## config.mk

```make
export PLATFORM = sky130hd
export DESIGN_NAME = mext_mul_unit
export DESIGN_NICKNAME = d
export VERILOG_FILES = /design/src/rtl/mext_mul_unit_pkg.sv /design/src/rtl/mext_mul_unit.sv
export SDC_FILE = /design/constraint.sdc
export NUM_CORES = 1
export LEC_CHECK = 0
export CAP_MARGIN = 20
export CORE_AREA = 5 5 173 175
export DETAILED_ROUTE_END_ITERATION = 12
export DIE_AREA = 0 0 178 180
export PLACE_DENSITY = 0.8
export SETUP_SLACK_MARGIN = 0.05
export SLEW_MARGIN = 20
export SYNTH_ARGS = -nofsm -noshare
export SYNTH_HDL_FRONTEND = slang
export SYNTH_SLANG_ARGS = --single-unit
```

## constraint.sdc

```tcl
create_clock -name clk -period 3.68 [get_ports clk]
set_clock_uncertainty 0.15 [all_clocks]
set_input_delay 0.368 -clock clk [delete_from_list [all_inputs] [get_ports clk]]
set_output_delay 0.368 -clock clk [all_outputs]
set_load 0.005 [all_outputs]
```

## src/rtl/mext_mul_unit_pkg.sv

```systemverilog
`default_nettype none
// ============================================================================
// mext_mul_unit_pkg : shared op/state types and product fix-up function
// Rev 1.0
// ============================================================================
package mext_mul_unit_pkg;

    // Widest operand the fix-up function supports; narrower units zero-pad.
    localparam int MAX_WIDTH = 64;

    typedef enum logic [2:0] {
        OP_MUL    = 3'b000,
        OP_MULH   = 3'b001,
        OP_MULHSU = 3'b010,
        OP_MULHU  = 3'b011
    } mul_op_t;

    typedef enum logic [2:0] {
        ST_IDLE  = 3'd0,
        ST_ISSUE = 3'd1,
        ST_WAIT  = 3'd2,
        ST_RESP  = 3'd3,
        ST_DRAIN = 3'd4
    } mul_state_t;

    typedef struct packed {
        logic [2*MAX_WIDTH-1:0] full;
        logic [MAX_WIDTH-1:0]   rd;
    } mul_fix_t;

    // Restores the sign of an unsigned magnitude product, then picks the
    // low half for MUL or the high half (at bit 'width') for the MULH family.
    function automatic mul_fix_t mul_fixup(
        input logic [2*MAX_WIDTH-1:0] product,
        input logic                   flip,
        input mul_op_t                op,
        input int unsigned            width
    );
        mul_fix_t res;
        res.full = flip ? -product : product;
        res.rd   = (op == OP_MUL) ? MAX_WIDTH'(res.full)
                                  : MAX_WIDTH'(res.full >> width);
        return res;
    endfunction

endpackage
`default_nettype wire

```

## src/rtl/mext_mul_unit.sv

```systemverilog
`default_nettype none
// ============================================================================
// mext_mul_unit : RV M-extension multiply sequencer with a one-entry result cache
// Rev 1.0
// ============================================================================
module mext_mul_unit
    import mext_mul_unit_pkg::*;
#(
    parameter int WIDTH = 32
) (
    input  logic               clk,
    input  logic               rst,
    input  logic               req_valid,
    input  logic [2:0]         funct3,
    input  logic [WIDTH-1:0]   rs1,
    input  logic [WIDTH-1:0]   rs2,
    input  logic               flush,
    output logic               stall,
    output logic               resp_valid,
    output logic [WIDTH-1:0]   rd_data,
    output logic               mul_start,
    output logic [WIDTH-1:0]   mul_a,
    output logic [WIDTH-1:0]   mul_b,
    input  logic [2*WIDTH-1:0] mul_product,
    input  logic               mul_done
);

    mul_state_t             state;
    mul_state_t             state_next;
    mul_op_t                req_op;
    mul_op_t                op_q;

    logic [WIDTH-1:0]       rs1_q;
    logic [WIDTH-1:0]       rs2_q;
    logic                   sign_a_q;
    logic                   sign_b_q;
    logic                   flip_q;

    logic                   cache_valid;
    logic [WIDTH-1:0]       cache_rs1;
    logic [WIDTH-1:0]       cache_rs2;
    logic                   cache_sign_a;
    logic                   cache_sign_b;
    logic [2*WIDTH-1:0]     cache_result;

    logic                   sign_a;
    logic                   sign_b;
    logic                   neg_a;
    logic                   neg_b;
    logic [WIDTH-1:0]       mag_a;
    logic [WIDTH-1:0]       mag_b;
    logic                   cache_hit;
    logic                   capture;
    logic                   load_hit;
    logic                   load_miss;

    logic [2*MAX_WIDTH-1:0] hit_product;
    logic [2*MAX_WIDTH-1:0] miss_product;
    mul_fix_t               fix_hit;
    mul_fix_t               fix_miss;
    logic                   unused_fix_bits;

    assign req_op = mul_op_t'(funct3);
    assign sign_a = (req_op != OP_MULHU);
    assign sign_b = (req_op == OP_MUL) || (req_op == OP_MULH);
    assign neg_a  = rs1[WIDTH-1] & sign_a;
    assign neg_b  = rs2[WIDTH-1] & sign_b;
    assign mag_a  = neg_a ? -rs1 : rs1;
    assign mag_b  = neg_b ? -rs2 : rs2;

    // Low half of a product is signedness-independent, so MUL ignores it.
    assign cache_hit = cache_valid && (rs1 == cache_rs1) && (rs2 == cache_rs2) &&
                       ((req_op == OP_MUL) ||
                        ((sign_a == cache_sign_a) && (sign_b == cache_sign_b)));

    // Cached results are already sign-corrected, so no flip on a hit.
    assign hit_product  = (2*MAX_WIDTH)'(cache_result);
    assign miss_product = (2*MAX_WIDTH)'(mul_product);
    assign fix_hit      = mul_fixup(hit_product, 1'b0, req_op, WIDTH);
    assign fix_miss     = mul_fixup(miss_product, flip_q, op_q, WIDTH);
    assign unused_fix_bits = ^{fix_hit, fix_miss};

    assign stall = req_valid & ~resp_valid & ~funct3[2];

    always_comb begin
        state_next = state;
        resp_valid = 1'b0;
        capture    = 1'b0;
        load_hit   = 1'b0;
        load_miss  = 1'b0;
        case (state)
            ST_IDLE: begin
                if (req_valid && !flush && !funct3[2]) begin
                    capture = 1'b1;
                    if (cache_hit) begin
                        load_hit   = 1'b1;
                        state_next = ST_RESP;
                    end else begin
                        state_next = ST_ISSUE;
                    end
                end
            end
            ST_ISSUE: begin
                state_next = flush ? ST_DRAIN : ST_WAIT;
            end
            ST_WAIT: begin
                if (mul_done) begin
                    if (flush) begin
                        state_next = ST_IDLE;
                    end else begin
                        load_miss  = 1'b1;
                        state_next = ST_RESP;
                    end
                end else if (flush) begin
                    state_next = ST_DRAIN;
                end
            end
            ST_RESP: begin
                resp_valid = ~flush;
                state_next = ST_IDLE;
            end
            ST_DRAIN: begin
                // The multiplier cannot be cancelled; swallow its result.
                if (mul_done) begin
                    state_next = ST_IDLE;
                end
            end
            default: state_next = ST_IDLE;
        endcase
    end

    always_ff @(posedge clk) begin
        if (rst) begin
            state        <= ST_IDLE;
            mul_start    <= 1'b0;
            mul_a        <= '0;
            mul_b        <= '0;
            rd_data      <= '0;
            op_q         <= OP_MUL;
            rs1_q        <= '0;
            rs2_q        <= '0;
            sign_a_q     <= 1'b0;
            sign_b_q     <= 1'b0;
            flip_q       <= 1'b0;
            cache_valid  <= 1'b0;
            cache_rs1    <= '0;
            cache_rs2    <= '0;
            cache_sign_a <= 1'b0;
            cache_sign_b <= 1'b0;
            cache_result <= '0;
        end else begin
            state     <= state_next;
            mul_start <= (state_next == ST_ISSUE);
            if (capture) begin
                op_q     <= req_op;
                rs1_q    <= rs1;
                rs2_q    <= rs2;
                sign_a_q <= sign_a;
                sign_b_q <= sign_b;
                flip_q   <= neg_a ^ neg_b;
                mul_a    <= mag_a;
                mul_b    <= mag_b;
            end
            if (load_hit) begin
                rd_data <= fix_hit.rd[WIDTH-1:0];
            end
            if (load_miss) begin
                rd_data      <= fix_miss.rd[WIDTH-1:0];
                cache_valid  <= 1'b1;
                cache_rs1    <= rs1_q;
                cache_rs2    <= rs2_q;
                cache_sign_a <= sign_a_q;
                cache_sign_b <= sign_b_q;
                cache_result <= fix_miss.full[2*WIDTH-1:0];
            end
        end
    end

endmodule
`default_nettype wire

```

# Yosys cells after proc, flatten, opt, wreduce, memory -nomap -nowiden

Index checks and enable logic that the tools add are counted.

Output and inout bits: 99
Bits in registers: 301

Equality and inequality tests: 11
Multiplexer cells: 24
Bitwise logic cells: 8
Reductions and logical operators: 14
$add $sub $neg: 3

Operators with widths:

| cell                 | count |
|---|---|
| $mux W32             | 6 |
| $eq A32 B32 Y1       | 2 |
| $mux W64             | 1 |
| $neg A32 Y32         | 2 |
| $neg A64 Y64         | 1 |
| $mux W3              | 5 |
| $pmux W3 S4          | 1 |
| $eq A3 B1 Y1 const B | 3 |
| $logic_not A3 Y1     | 3 |
| $mux W1              | 9 |
| $eq A3 B2 Y1 const B | 2 |
| $logic_and A1 B1 Y1  | 6 |
| $and A1 B1 Y1        | 4 |
| $mux W2              | 2 |
| $eq A3 B3 Y1 const B | 1 |
| $ne A3 B2 Y1 const B | 1 |
| $not A1 Y1           | 3 |
| $eq A1 B1 Y1         | 2 |
| $logic_not A1 Y1     | 2 |
| $logic_or A1 B1 Y1   | 2 |
| $reduce_bool A2 Y1   | 1 |
| $xor A1 B1 Y1        | 1 |

# Longest topological paths before layout

Gate-level depths: netlist (run 1).

Word-level depth: 11
Depth in mapped cells: 11
Gate-level depth less buffers: 9

# Least setup slack after synthesis (run 1)

OpenSTA, ideal clock, no wires.

Path kind: in2reg
Start point: input mul_product[10]
End point: register rd_data[3]
Data arrival time: 3060 ps
Data required time: 3416 ps
Library setup time: 114 ps
Setup slack: 355 ps
Cell stages on the path: 9
Path buffers: 2
Cells stage by stage: or4_1 or4_1 buf_2 or4b_1 clkbuf_1 o31ai_1 xnor2_1 o21ai_0 a2111oi_0

Word-level cells in the longest chain between the ends: 4

Ends and longest elaborated chain:

| element              | line                    | RTL |
|---|---|---|
| from (decl)          | mext_mul_unit.sv:24     | `input logic [2*WIDTH-1:0] mul_product,` |
| $neg A64 Y64         | mext_mul_unit_pkg.sv:40 | `res.full = flip ? -product : product;` |
| $mux W64             | mext_mul_unit_pkg.sv:40 |  |
| $mux W32             | mext_mul_unit_pkg.sv:41 | `res.rd = (op == OP_MUL) ? MAX_WIDTH'(res.full)` |
| $mux W32             | mext_mul_unit.sv:167    | `if (load_miss) begin` |
| to (signal assigned) | mext_mul_unit.sv:165    | `rd_data <= fix_hit.rd[WIDTH-1:0];` |
| to (signal assigned) | mext_mul_unit.sv:168    | `rd_data <= fix_miss.rd[WIDTH-1:0];` |
| to (decl)            | mext_mul_unit.sv:20     | `output logic [WIDTH-1:0] rd_data,` |

No other way between the ends.
A chain may end at the register's enable or synchronous reset.

# Worst setup path in the final report (run 1)

Start point: input mul_product[6]
End point: register rd_data[3]

Same word-level chain as after synthesis.

==> results of run 1 <==
through the flow:
stage | power, mW | hold slack (ns) | setup slack, ns | cells
6_report | 7.52 | 0.301 | 0.322 | 2589
4_1_cts | 7.53 | 0.301 | 0.324 | 2588
2_1_floorplan | 3.88 | 0.271 | 0.355 | 1940
3_3_place_gp | 4.40 | 0.280 | -0.176 | 2532
3_5_place_dp | 4.41 | 0.292 | -0.249 | 2532
5_1_grt | 7.76 | 0.309 | 0.0972 | 2589
worst max-delay path: cells and delay by family:
kind	cells	cell delay, ns
xor gates and xnor gates	1	0.18
buffers and inverters	1	0.43
AOI/OAI and AO/OA	3	0.78
and+or+nand+nor	3	1.88
what timing repair did:
action,4_1_cts,5_1_grt
hold buffers,1,0
gates resized for setup,0,0
hold endpoints to repair,1,0
cells in the mapped netlist, types with 10 or more instances:
cell type / n / share of area, %
nand2_1: 336 / 8.3
dfxtp_1: 299 / 39
a21oi_1: 202 / 6.6
nor2_1: 194 / 4.8
clkbuf_1: 124 / 3.1
xnor2_1: 93 / 5.4
a211oi_1: 90 / 4.4
o21ai_0: 78 / 2.6
xor2_1: 61 / 3.5
mux2i_1: 45 / 3.0
nor3_1: 43 / 1.4
inv_1: 34 / 0.84
o31ai_1: 28 / 1.4
or3_1: 23 / 0.95
mux2_2: 21 / 1.6
or4_1: 21 / 1.0
o41ai_1: 19 / 1.1
nand2b_1: 18 / 0.74
buf_1: 16 / 0.39
nor4_1: 16 / 0.66
a2111oi_0: 14 / 0.81
a31oi_1: 12 / 0.49
nand4_1: 12 / 0.49
nand3_1: 11 / 0.36
buf_2: 10 / 0.33
nor2b_1: 10 / 0.41
o22ai_1: 10 / 0.41
sequential cells by signal, summed over array words and instances, names as in the netlist:
| name | cells |
|---|---|
| cache_rs1 | 32 |
| op_q | 3 |
| mul_b | 32 |
| cache_sign_b | 1 |
| cache_valid | 1 |
| rd_data | 32 |
| flip_q | 1 |
| state | 3 |
| cache_rs2 | 32 |
| cache_result | 64 |
| sign_b_q | 1 |
| sign_a_q | 1 |
| cache_sign_a | 1 |
| rs2_q | 31 |
| mul_start | 1 |
| rs1_q | 31 |
| mul_a | 32 |
power groups by stage:
stage	Sequential (mW)	Combinational (mW)	Clock (mW)
final	3.35	1.01	3.16
after floorplan	3.41	0.468	0
after CTS	3.35	1.00	3.19
after global placement	3.41	0.981	0
after detailed placement	3.42	0.989	0
after global routing	3.35	1.08	3.32
layer usage:
metal / vias to the layer above / GRT usage, % / wire length [um]
li1: 7277 / - / -
met1: 7120 / 39.1 / 20500
met2: 680 / 50.6 / 24100
met3: 150 / 4.03 / 3670
met4: 0 / 14.2 / 2560
met5: - / 0 / 0
worst paths after layout:
kind,endpoint,depth (start not counted)
setup / recovery,rd_data[3]$_SDFFE_PP0P_,8
hold / removal,cache_sign_a$_SDFFE_PP0P_,2
setup reg to reg,rd_data[0]$_SDFFE_PP0P_,7
hold reg to reg,cache_sign_a$_SDFFE_PP0P_,2
area by class of cell:
cell class | count | share of cell area [%]
Inverter | 34 | 0.654
Multi-Input combinational cell | 1451 | 43.4
Tap cell | 384 | 2.46
Clock buffer | 47 | 4.89
Timing Repair Buffer | 366 | 17.6
Clock inverter | 8 | 0.352
Sequential cell | 299 | 30.7
cell families (layout without fill, tap and decap cells):
| logic type | Yosys count | in the layout | share of synthesized area (%) |
|---|---|---|---|
| and+or+nand+nor | 729 | 729 | 21.4 |
| AOI/OAI and AO/OA | 498 | 498 | 20.4 |
| DFF | 299 | 299 | 39.4 |
| buffers and inverters | 190 | 455 | 5.02 |
| xor gates and xnor gates | 154 | 154 | 8.87 |
| muxes | 67 | 67 | 4.66 |
| adders and majority gates | 3 | 3 | 0.247 |
==> impl_metrics.csv, run 1 <==
group,metric,value,unit
place,place_area,0.0185,mm^2
layout,fill_cells,2245,
detailed_routing,via_count,15200,
clocking,cts_sinks,299,
run_status,outcome,"finished, final reports clean",
layout,drive_above_1_share,10.4,%
place,port_buffers,234,
layout,antennaDiodeCount,0,
setup_path,crit_type,"input port to register",
synthesis,syn_nets,2079,
power_and_ir_drop,p_int,5.61,mW
die,start_util,53.7,%
clocking,numCtsBuffers,31,
detailed_routing,dr.pass1.iters,5,
layout,fin_area,0.0195,mm^2
layout,area_growth,28.4,%
synthesis,synth_seq_cells,299,
clocking,post-cts-setup-buffer-count,0,
setup_path,worstPathRequired,3.98,ns
setup_path,max_stage_delay,0.69,ns
detailed_routing,wl_per_cell,19.7,um
grt,gr-total-overflow,0,
power_and_ir_drop,peakVddDrop,0.282,mV
clocking,cts.htree.levels,1,
synthesis,syn_inst,1940,
synthesis,syn_area_per_cell,7.84,um^2
die,fp-row-count,62,
setup_path,arrival,3.65,ns
clocking,cts_tree,"built",
detailed_routing,drtIter0Drc,1447,
layout,regArea,0.00599,mm^2
setup_path,startpoint,"mul_product[6]",
setup_path,rrSetupSlack,0.59,ns
setup_path,startpoint_type,"input port",
detailed_routing,route.detailed.drc,0,
die,ios,235,
setup_path,worstPathMaxFanout,7,
layout,finalCoreUtilization,69.0,%
clocking,clock_latency,0.57,ns
detailed_routing,vias_per_cell,5.88,
timing,fmax,298,MHz
synthesis,syn_area,0.0152,mm^2
timing,finalSetupTns,0,ns
timing,setup_viol,0,
synthesis,synthDistinctLibCells,67,
die,chipWidth,178,um
die,die_h,180,um
setup_path,worst_setup_path_end_kind,"register",
clocking,clk_pin_slew,0.06,ns
layout,nets,2322,
clocking,root_buffer,"clkbuf_16",
synthesis,synth_edf_count,0,
synthesis,async_flop_share,0,%
synthesis,ys_seq_area_share,39.4,%
layout,mostFrequentLayoutCells,"nand2_1 (336), dfxtp_1 (298), clkdlybuf4s50_1 (233)",
worst_hold_path,hp-start,"sign_a_q$_SDFFE_PP0P_",
power_and_ir_drop,power_leakage,6.57,nW
die,core,0.0283,mm^2
synthesis,synth_ff_type,"dfxtp_1",
clocking,clockBufferDepth,3,
power_and_ir_drop,switchingPower,1.91,mW
place,globalplace.congestion,0.979,
die,fp.dieArea,0.0320,mm^2
timing,fin_crit,3.36,ns
grt,grt_pass1_wl,79900,um
setup_path,cp_cell_sequence,"clkdlybuf4s50_1 > or4_4 > or4_1 > or4b_1 > o31ai_1 > xnor2_1 > o21ai_0 > a2111oi_0",
power_and_ir_drop,p_sw_share,25.3,%
detailed_routing,finalWirelength,50900,um
power_and_ir_drop,combPwrFrac,13.5,%
setup_path,slowest_stage,"or4b_1",
timing,finalHoldViolCount,0,
timing,rsz0062_at_grt,"false",
layout,final_common_cell,"nand2_1",
grt,grt_pass1_vias,14900,
timing,slew_viol_final,0,
power_and_ir_drop,clock_power_share,42.0,%
power_and_ir_drop,p_per_area,385,mW/mm^2
worst_hold_path,hold_class,"register to register",
timing,tightestPinTransition,1.29,ns
timing,period_share,91.3,%
setup_path,r2r-start,"cache_rs2[2]$_SDFFE_PP0P_",
grt,antenna_found_initial,0,
timing,maxSlewHeadroom,14.0,%
place,dp_hpwl,36000,um
layout,multi_input_area,0.00848,mm^2
power_and_ir_drop,power_frac_seq,44.5,%
job,max_cap_viol_count,0,
synthesis,yosys_warnings,0,
detailed_routing,final_antenna_net_count,0,
grt,grt_max_degree,229,
grt,track_usage,30.5,%
Note: power is estimated with default switching activity, not from simulation.
==> run 2, diff against run 1 <==
- GPL_TIMING_DRIVEN: not set -> 0
- SLEW_MARGIN: 20 -> 40
==> run 2 against run 1 <==
Net effect: the flow now finishes with violations (negative setup slack); first-iteration DRC count increased by 29%; die area unchanged; final area is 0.79% lower; clock-buffer cell count fell by 1; setup slack got worse by 0.33 ns; routed wire length rose by 27%; register-to-register slack lost 0.48 ns; fmax fell by 8.8%; combinational power rose by 5%; power grew 5.9%; critical path depth is 2 higher; largest cell class unchanged.
==> impl_metrics.csv, run 2 (synthesis gave the netlist of run 1 again) <==
group,metric,value,unit
power_and_ir_drop,peakVddDrop,0.379,mV
clocking,cts.htree.levels,2,
grt,grt_pass1_wl,95500,um
die,core,0.0283,mm^2
layout,drive_above_1_share,7.25,%
setup_path,worstPathMaxFanout,10,
setup_path,crit_family,"simple AND/OR/NAND/NOR gates",
timing,timing.final.ws_setup,-0.00361,ns
run_status,outcome,"complete, but fails checks",
setup_path,startpoint_type,"input port",
power_and_ir_drop,power_leakage,6.31,nW
grt,grt_max_degree,15,
clocking,clockBufferDepth,3,
layout,nets,2337,
timing,whs,0.0855,ns
timing,fin_crit,3.68,ns
detailed_routing,wl_per_cell,24.9,um
setup_path,worstPathRequired,3.89,ns
die,die_h,180,um
power_and_ir_drop,p_per_area,411,mW/mm^2
clocking,clock_latency,0.51,ns
setup_path,cp_num_buf_inv,3,
clocking,hold_buffers,0,
timing,finalHoldViolCount,0,
detailed_routing,finalWirelength,64800,um
clocking,clk_pin_slew,0.06,ns
grt,track_usage,38.6,%
setup_path,worst_setup_path_end_kind,"register",
timing,rsz0062_at_grt,"true",
timing,maxSlewHeadroom,36.6,%
detailed_routing,vias_per_cell,6.32,
place,globalplace.congestion,1.02,
setup_path,crit_type,"input port to register",
layout,fill_cells,2340,
die,chipWidth,178,um
clocking,cts_tree,"built",
die,fp-row-count,62,
worst_hold_path,hold_class,"input port to register",
timing,tightestPinTransition,0.951,ns
layout,top_register,"cache_result",
clocking,cts_sinks,299,
setup_path,cp_cell_sequence,"clkdlybuf4s50_1 > or4_4 > or4_1 > buf_6 > or4b_1 > buf_4 > o31ai_4 > xnor2_2 > o21ai_0 > a2111oi_1",
place,dp_hpwl,47800,um
detailed_routing,route.detailed.drc,0,
setup_path,slowest_stage,"or4_4",
layout,area_growth,27.4,%
layout,largest_reg_flops,64,
grt,grtUsageMet3,7.21,%
setup_path,arrival,3.89,ns
die,fp.dieArea,0.0320,mm^2
timing,setup_viol,1,
timing,period_share,100,%
timing,fmax,271,MHz
setup_path,rrSetupSlack,0.11,ns
run_status,violations,"negative setup slack",
grt,grtUsageMet2,63.3,%
timing,slew_viol_final,0,
detailed_routing,final_antenna_net_count,0,
layout,mostFrequentLayoutCells,"nand2_1 (336), dfxtp_1 (299), clkdlybuf4s50_1 (216)",
clocking,root_buffer,"clkbuf_16",
job,max_cap_viol_count,0,
layout,final_common_cell,"nand2_1",
grt,gr-max-usage-layer,"met2",
clocking,numCtsBuffers,34,
grt,grt_pass1_vias,15900,
grt,antenna_found_initial,1,
grt,gr-total-overflow,0,
grt,met1_usage,46.9,%
detailed_routing,drtIter0Drc,1866,
setup_path,max_stage_delay,0.58,ns
die,start_util,53.7,%
power_and_ir_drop,power,7.96,mW
place,port_buffers,219,
detailed_routing,dr.pass1.iters,6,
detailed_routing,via_count,16500,
die,ios,235,
==> run 2: cell count changes in the layout (fill, tap and decap cells not counted), sizes merged <==
| cell | delta |
|---|---|
| dlygate4sd3 | -1 |
| clkinvlp | +1 |
| clkdlybuf4s50 | -17 |
| bufinv | +3 |
| buf | -95 |
| diode | +1 |
| clkbuf | +121 |
| dlymetal6s2s | +2 |
| dlygate4sd2 | +1 |
| clkinv | +1 |
==> run 2: what timing repair did <==
action / in CTS / in global routing
pin swaps: 4 / 6
hold endpoints to repair: 0 / 0
gates resized for setup: 24 / 40
setup endpoints to repair: 37 / 31
setup buffers: 2 / 1
==> run 2: worst paths after layout <==
| kind | end | startpoint | cells after the start |
|---|---|---|---|
| max | rd_data[3]$_SDFFE_PP0P_ | mul_product[11] | 10 |
| min | rs2_q[22]$_SDFFE_PP0P_ | rs2[22] | 3 |
| max reg2reg | cache_result[59]$_SDFFE_PP0P_ | flip_q$_SDFFE_PP0P_ | 7 |
| min reg2reg | cache_rs1[15]$_SDFFE_PP0P_ | rs1_q[15]$_SDFFE_PP0P_ | 2 |
==> run 2: routing by layer <==
metal | wire [um] | share of wire (%)
met1 | 24000 | 37
met2 | 29800 | 46
met3 | 6400 | 9.9
met4 | 4620 | 7.1
met5 | 11 | 0.017
==> run 2: area by class of cell <==
type	count	area [um^2]	share of cell area, %
diodes	1	2.50	0.0129
plain buffers	155	657	3.39
clock buffers	46	977	5.04
clock inverters	13	179	0.923
inverters	34	128	0.659
multi-input cells	1451	8740	45.1
flip-flops and latches	299	5990	30.9
well taps	384	480	2.48
repair buffers	223	2220	11.5
==> run 2: power breakdown <==
part	switching, mW	internal [mW]
Combinational	0.649	0.415
Sequential	0.0394	3.30
Clock	1.41	2.15
==> run 2: through the flow <==
step / TNS [ns] / cell area, um^2 / utilization (%) / setup WS, ns / std cells
3_5_place_dp: -37.61 / 17900 / 63.3 / -1.09 / 2544
4_1_cts: 0 / 19200 / 67.8 / 0.0214 / 2605
2_1_floorplan: 0 / 15200 / - / 0.355 / 1940
5_1_grt: 0 / 19400 / 68.4 / 0.0613 / 2605
6_report: -0.00361 / 19400 / 68.4 / -0.00361 / 2606
3_3_place_gp: -40.12 / 17900 / 63.2 / -1.36 / 2543
==> run 2: worst reg2reg max path: stages, from the launching register on <==
cell and delay (ns):
dfxtp_1 0.32, clkbuf_1 0.48, clkbuf_1 0.61, clkbuf_1 0.60
buf_1 0.66, o311ai_0 0.31, nand2_1 0.19, o21ai_0 0.10
